## src/rtl/seq_mult_pkg.sv

```systemverilog
// Shared constants for the sequential shift-add multiplier: state encoding
// and the legal operand-width range.
package seq_mult_pkg;

  localparam int WIDTH_MIN = 2;
  localparam int WIDTH_MAX = 32;

  typedef enum logic [1:0] {
    S_IDLE = 2'd0,
    S_RUN  = 2'd1,
    S_DONE = 2'd2
  } state_e;

endpackage

```

## src/rtl/seq_mult_signed.sv

```systemverilog
// Multi-cycle shift-add multiplier, unsigned or two's-complement per operation.
// One (WIDTH+1)-bit adder is reused across WIDTH steps; sign is applied at the end.
module seq_mult_signed
  import seq_mult_pkg::*;
#(
  parameter  int WIDTH = 4,
  localparam int CNT_W = $clog2(WIDTH + 1)
) (
  input  logic               clk,
  input  logic               rst_n,
  input  logic               start,
  input  logic               signed_mode,
  input  logic [WIDTH-1:0]   a,
  input  logic [WIDTH-1:0]   b,
  output logic               busy,
  output logic               done,
  output logic [2*WIDTH-1:0] p,
  output logic [1:0]         dbg_state
);

  if (WIDTH < WIDTH_MIN || WIDTH > WIDTH_MAX) begin : g_bad_width
    $error("seq_mult_signed: WIDTH out of range");
  end

  localparam logic [CNT_W-1:0] CNT_LAST = CNT_W'(WIDTH - 1);

  // Handshake: start is a request, taken only when the machine is free to
  // begin (IDLE, or the DONE cycle as it hands back to IDLE); busy covers
  // RUN and DONE; done is a one-cycle pulse with p valid during it.

  state_e             state_q, state_d;
  logic [WIDTH-1:0]   mcand_q, mcand_d;
  logic [WIDTH-1:0]   mplier_q, mplier_d;
  logic [WIDTH:0]     acc_q, acc_d;
  logic [CNT_W-1:0]   cnt_q, cnt_d;
  logic               neg_q, neg_d;
  logic [2*WIDTH-1:0] p_q, p_d;

  logic [WIDTH-1:0]   a_mag, b_mag;
  logic [WIDTH:0]     sum;
  logic [2*WIDTH-1:0] prod;

  always_ff @(posedge clk or negedge rst_n) begin
    if (!rst_n) begin
      state_q  <= S_IDLE;
      mcand_q  <= '0;
      mplier_q <= '0;
      acc_q    <= '0;
      cnt_q    <= '0;
      neg_q    <= 1'b0;
      p_q      <= '0;
    end else begin
      state_q  <= state_d;
      mcand_q  <= mcand_d;
      mplier_q <= mplier_d;
      acc_q    <= acc_d;
      cnt_q    <= cnt_d;
      neg_q    <= neg_d;
      p_q      <= p_d;
    end
  end

  always_comb begin
    state_d  = state_q;
    mcand_d  = mcand_q;
    mplier_d = mplier_q;
    acc_d    = acc_q;
    cnt_d    = cnt_q;
    neg_d    = neg_q;
    p_d      = p_q;

    // The most-negative operand's magnitude 2^(WIDTH-1) still fits unsigned.
    a_mag = (signed_mode && a[WIDTH-1]) ? -a : a;
    b_mag = (signed_mode && b[WIDTH-1]) ? -b : b;

    sum  = acc_q + (mplier_q[0] ? {1'b0, mcand_q} : '0);
    // The {sum, multiplier} pair shifted right by one, i.e. the running product.
    prod = {sum, mplier_q[WIDTH-1:1]};

    case (state_q)
      S_RUN: begin
        acc_d    = {1'b0, sum[WIDTH:1]};
        mplier_d = {sum[0], mplier_q[WIDTH-1:1]};
        cnt_d    = cnt_q + CNT_W'(1);
        if (cnt_q == CNT_LAST) begin
          p_d     = neg_q ? -prod : prod;
          state_d = S_DONE;
        end
      end
      S_DONE: state_d = S_IDLE;
      default: state_d = S_IDLE;
    endcase

    if (start && (state_q == S_IDLE || state_q == S_DONE)) begin
      mcand_d  = a_mag;
      mplier_d = b_mag;
      neg_d    = signed_mode & (a[WIDTH-1] ^ b[WIDTH-1]);
      acc_d    = '0;
      cnt_d    = '0;
      state_d  = S_RUN;
    end
  end

  assign busy      = (state_q != S_IDLE);
  assign done      = (state_q == S_DONE);
  assign p         = p_q;
  assign dbg_state = state_q;

endmodule

```

## config.mk

```make
export PLATFORM = sky130hd
export DESIGN_NAME = seq_mult_signed
export DESIGN_NICKNAME = d
export VERILOG_FILES = /design/src/rtl/seq_mult_pkg.sv /design/src/rtl/seq_mult_signed.sv
export SDC_FILE = /design/constraint.sdc
export NUM_CORES = 1
export LEC_CHECK = 0
export ABC_AREA = 1
export CELL_PAD_IN_SITES_DETAIL_PLACEMENT = 1
export CELL_PAD_IN_SITES_GLOBAL_PLACEMENT = 1
export CORE_MARGIN = 2
export CORE_UTILIZATION = 44
export CTS_BUF_LIST = sky130_fd_sc_hd__clkbuf_8
export CTS_CLUSTER_DIAMETER = 30
export CTS_CLUSTER_SIZE = 28
export DETAILED_ROUTE_END_ITERATION = 10
export PLACE_DENSITY = 0.95
export RECOVER_POWER = 50
export SLEW_MARGIN = 20
export SYNTH_ARGS = -nofsm -noshare
export SYNTH_HDL_FRONTEND = slang
export SYNTH_SLANG_ARGS = --single-unit
export TNS_END_PERCENT = 100
```

## constraint.sdc

```tcl
create_clock -name clk -period 4.3 [get_ports clk]
set_input_delay 1.075 -clock clk [delete_from_list [all_inputs] [get_ports clk]]
set_output_delay 1.075 -clock clk [all_outputs]
set_load 0.1 [all_outputs]
```

; After elaboration in Yosys (flattened, before gate mapping)
; Index checks and enable logic that the tools add are counted.
; W data, S select, Z words.
[totals]
reg_bits = 27
in_bits = 12
output_inout_bits = 12
wordCells = 39
[op_classes]
addsub = 5
n_eq_ne = 4
bitwise = 2
muxes = 13
n_reduce_logical = 8
[ops]
columns = op, n
row1 = $mux W4, 5
row2 = $mux W5, 2
row3 = $mux W8, 1
row4 = $neg A4 Y4, 2
row5 = $neg A8 Y8, 1
row6 = $mux W2, 3
row7 = $mux W3, 2
row8 = $add A5 B4 Y5, 1
row9 = $reduce_bool A2 Y1, 2
row10 = $add A3 B1 Y3 const B, 1
row11 = $eq A3 B2 Y1 const B, 1
row12 = $logic_and A1 B1 Y1, 3
row13 = $ne A3 B3 Y1 const B, 1
row14 = $eq A2 B1 Y1 const B, 1
row15 = $eq A2 B2 Y1 const B, 1
row16 = $logic_not A2 Y1, 1
row17 = $reduce_and A2 Y1, 1
row18 = $and A1 B1 Y1, 1
row19 = $logic_or A1 B1 Y1, 1
row20 = $xor A1 B1 Y1, 1

; Depth between registers and ports, before layout
[depth]
depth_word = 4
depth_mapped = 13
depth_no_buf = 13

; Worst setup path after synthesis
; No wires, ideal clock.
[synth_path]
kind = reg2out
startpoint = reg state_q[1] (netlist: dbg_state[1])
endpoint = out done
slack_ps = 834
n_path_buf = 0
path_stages_with_launch = 3
arrival_time_ps = 2391
t_required_ps = 3225
cell_sequence = dfrtp_1 -> inv_1 -> nor2_1
[synth_between]
elab_chain_cells = 1
[synth_rtl]
columns = element, line
row1 = start: declaration, seq_mult_signed.sv:31  ; state_e state_q, state_d;
row2 = start signal: assignment, seq_mult_signed.sv:53  ; state_q <= state_d;
row3 = $eq A2 B2 Y1, seq_mult_signed.sv:105  ; assign done = (state_q == S_DONE);
row4 = end: declaration, seq_mult_signed.sv:16  ; output logic done,
; Every way passes these cells.

; Worst setup path after layout
[layout_path]
startpoint = reg state_q[0] (netlist: dbg_state[0])
endpoint = out done
; Same word-level chain as after synthesis.

==> key figures <==
Outcome
  • Status: finished clean

Logic synthesis
  • YS warnings: 0
  • Post-Synth Adder-Cell Area: 8.91%
  • Mux contribution to synthesized area: 0%
  • Post-Synth Simple-Gate Area: 21.8%
  • Area share of the largest cell type after synthesis: 43.7%
  • Mapped Cells: 183
  • Mean Syn Cell Area: 8.14 um^2
  • Leading area contributor after synthesis: dfrtp_1
  • Number of flops mapped to enable cells by yosys: 0
  • Most numerous cell in the Yosys netlist: nand2_1
  • Mapped Nets: 205
  • Most frequent cells after synthesis: nand2_1, dfrtp_1, inv_1
  • Synth Area in XOR/XNOR: 4.12%
  • Post-synthesis cell area: 1490 um^2
  • Asr flop ratio synth: 100%
  • Complex-gate fraction of the synthesized area: 12.6%
  • Largest family of logic cells by synthesized area: simple AND/OR/NAND/NOR gates
  • Register area share after synthesis: 43.7%
  • Synth cell types: 27
  • Synth Flop Type: dfrtp_1
  • #FFs+latches synth: 26
  • Synth area leaders: dfrtp_1, nand2_1, ha_1

Clocking
  • CTS Buf Count: 3
  • Post-CTS setup buffers: 0
  • Worst-path clk slew: 0.09 ns
  • TritonCTS clock tree: built
  • Clock Tree Root: clkbuf_8
  • Hold Buf Count CTS: 0
  • Clock sink count: 26
  • Clock tree buffer depth: 2
  • Htree depth: 1
  • Clk_lat worst skew: 0.28 ns
  • Cts repair resizes: 0

Setup path
  • Crit path kind: reg -> out
  • Worst R2R End: p[7]$_DFFE_PN0P_
  • Crit path largest cell delay: 1.14 ns
  • Reg-to-Reg Start: mplier_q[0]$_DFFE_PN0P_
  • Arr. time, crit path: 1.95 ns
  • CP delay by family, top: buffers and inverters
  • Slowest-stage cell, CP: clkdlybuf4s50_1
  • Crit path max fanout: 4
  • Critical path cell sequence: nor2_1 > clkdlybuf4s50_1
  • Buf/Inv on CP: 1
  • Reg-to-reg slack, setup: 2.17 ns
  • Critical path endpoint category: output pin
  • Worst reg2reg path depth: 12
  • CP startpoint kind: register
  • Req. time, crit path: 3.22 ns

Min path
  • Worst hold stages: 2
  • WHS Endpoint: p[7]$_DFFE_PN0P_
  • HP Start: p[7]$_DFFE_PN0P_
  • HP Class: reg -> reg

STA
  • RSZ-0062 raised after global routing: no
  • Period utilization: 70.3%
  • Setup-failing EPs final: 0
  • Final Hold Viols: 0
  • Worst-Margin Slew: 1.39 ns
  • Worst slew margin: 7.06%
  • Fin. max-slew vios: 0
  • Min cycle time layout: 3.02 ns
  • Sum Neg Setup Slack: 0 ns
  • Fmax: 331 MHz
  • Final Skew: 0.00137 ns

Floorplanning
  • I/O pin count: 24
  • Die W: 62.2 um
  • Die Area: 3870 um^2
  • Cell row count: 21
  • Die Y: 62.2 um
  • Core Box Area: 3280 um^2
  • Starting Density: 45.3%

Finish
  • Fillers: 412
  • Fin cells: 253
  • Share of cells above drive strength 1: 5.31%
  • Fin util: 54.4%
  • Nets: 230
  • Post-route cell area: 1790 um^2
  • Area Growth Syn to Fin: 20.1%
  • ANT cells: 0

Global route
  • Largest net degree at the start of global routing: 27
  • GRT Total Usage: 21.4%
  • Grt ovf: 0
  • Initial antenna violation count: 0
  • Vias in the first global route: 1,385
  • First-pass GRT wire length: 6.51 mm

Placed design
  • Post-DP HPWL: 2.83 mm
  • IO buf count: 23
  • Placement Cell Area: 1740 um^2
  • Final GP Congestion: 0.784
  • Placed insts: 249

Run
  • Max-Cap Viols: 0

Detailed routing
  • DRT iter0 DRCs: 27
  • Pre-antenna DRT Iters: 4
  • Routed len/inst: 14.5 um
  • Vias per cell: 5.00
  • Remaining antenna violation count: 0
  • Number of remaining DRC errors: 0
  • Routed WL: 3.66 mm
  • DR vias: 1,266
sequential cells by signal, summed over array words and instances (netlist names):
signal / count
p: 8
acc_q: 4
mcand_q: 4
mplier_q: 4
cnt_q: 3
dbg_state: 2
neg_q: 1
metal layers:
layer | track usage (%) | share of wire (%)
met1 | 23.8 | 41
met5 | 0 | 0
met2 | 40.5 | 55
met4 | 10.6 | 2.5
met3 | 2.36 | 2.1
cell usage in the layout, fill, tap and decap left out, types with 2 or more instances in the layout:
master,Yosys,layout
inv_1,23,24
inv_2,4,3
o21ai_1,2,2
ha_1,9,9
nand3_1,9,9
xor2_1,5,5
a21oi_1,5,5
nor2_1,10,10
o21ai_0,21,21
dfrtp_1,26,26
xnor2_1,2,2
clkbuf_8,1,4
nand2_1,48,51
clkdlybuf4s50_1,0,22
a22o_1,2,2
cell families after synthesis:
kind of cell / count (synthesis)
and+or+nand+nor: 76
AOI/OAI and AO/OA: 34
buffers and inverters: 30
DFF: 26
adders and majority gates: 10
xor gates and xnor gates: 7
worst max-delay path by stage:
stage | startpoint | to | slack (ns) | cells past startpoint
after detailed placement | dbg_state[0]$_DFFE_PN0P_ | busy | 1.58 | 3
after global placement | dbg_state[0]$_DFFE_PN0P_ | busy | 1.60 | 3
after floorplan | dbg_state[1]$_DFFE_PN0P_ | done | 0.83 | 2
after global routing | dbg_state[0]$_DFFE_PN0P_ | done | 1.20 | 2
after CTS | dbg_state[0]$_DFFE_PN0P_ | busy | 1.26 | 3
final | dbg_state[0]$_DFFE_PN0P_ | done | 1.28 | 2
metrics by stage:
stage / worst slack, ns / hold WS (ns)
after floorplan: 0.834 / 0.449
after global placement: 1.60 / 0.462
after detailed placement: 1.58 / 0.464
after CTS: 1.26 / 0.489
after global routing: 1.20 / 0.526
final: 1.28 / 0.484
worst reg2reg max path: stages (launching register included):
cell and delay (ns):
dfrtp_1 0.44, nand2_1 0.08, inv_1 0.04, ha_1 0.22, fa_1 0.53, nor2_1 0.13, nand3_1 0.11, nor2_1 0.14
nand3_1 0.11, nand2_1 0.07, nand2_1 0.05, nand3_1 0.06, nand2_1 0.05
final cells by class:
cell class,instances,area [um^2],share of cell area (%)
Inverter,27,101,5.67
Timing Repair Buffer,23,224,12.5
Clock buffer,4,55.1,3.08
Sequential cell,26,651,36.4
Tap cell,46,57.6,3.22
Multi-Input combinational cell,127,699,39.1
Power is not shown: default switching activity piles up to over one toggle a cycle in this logic, so the estimate is an artifact.
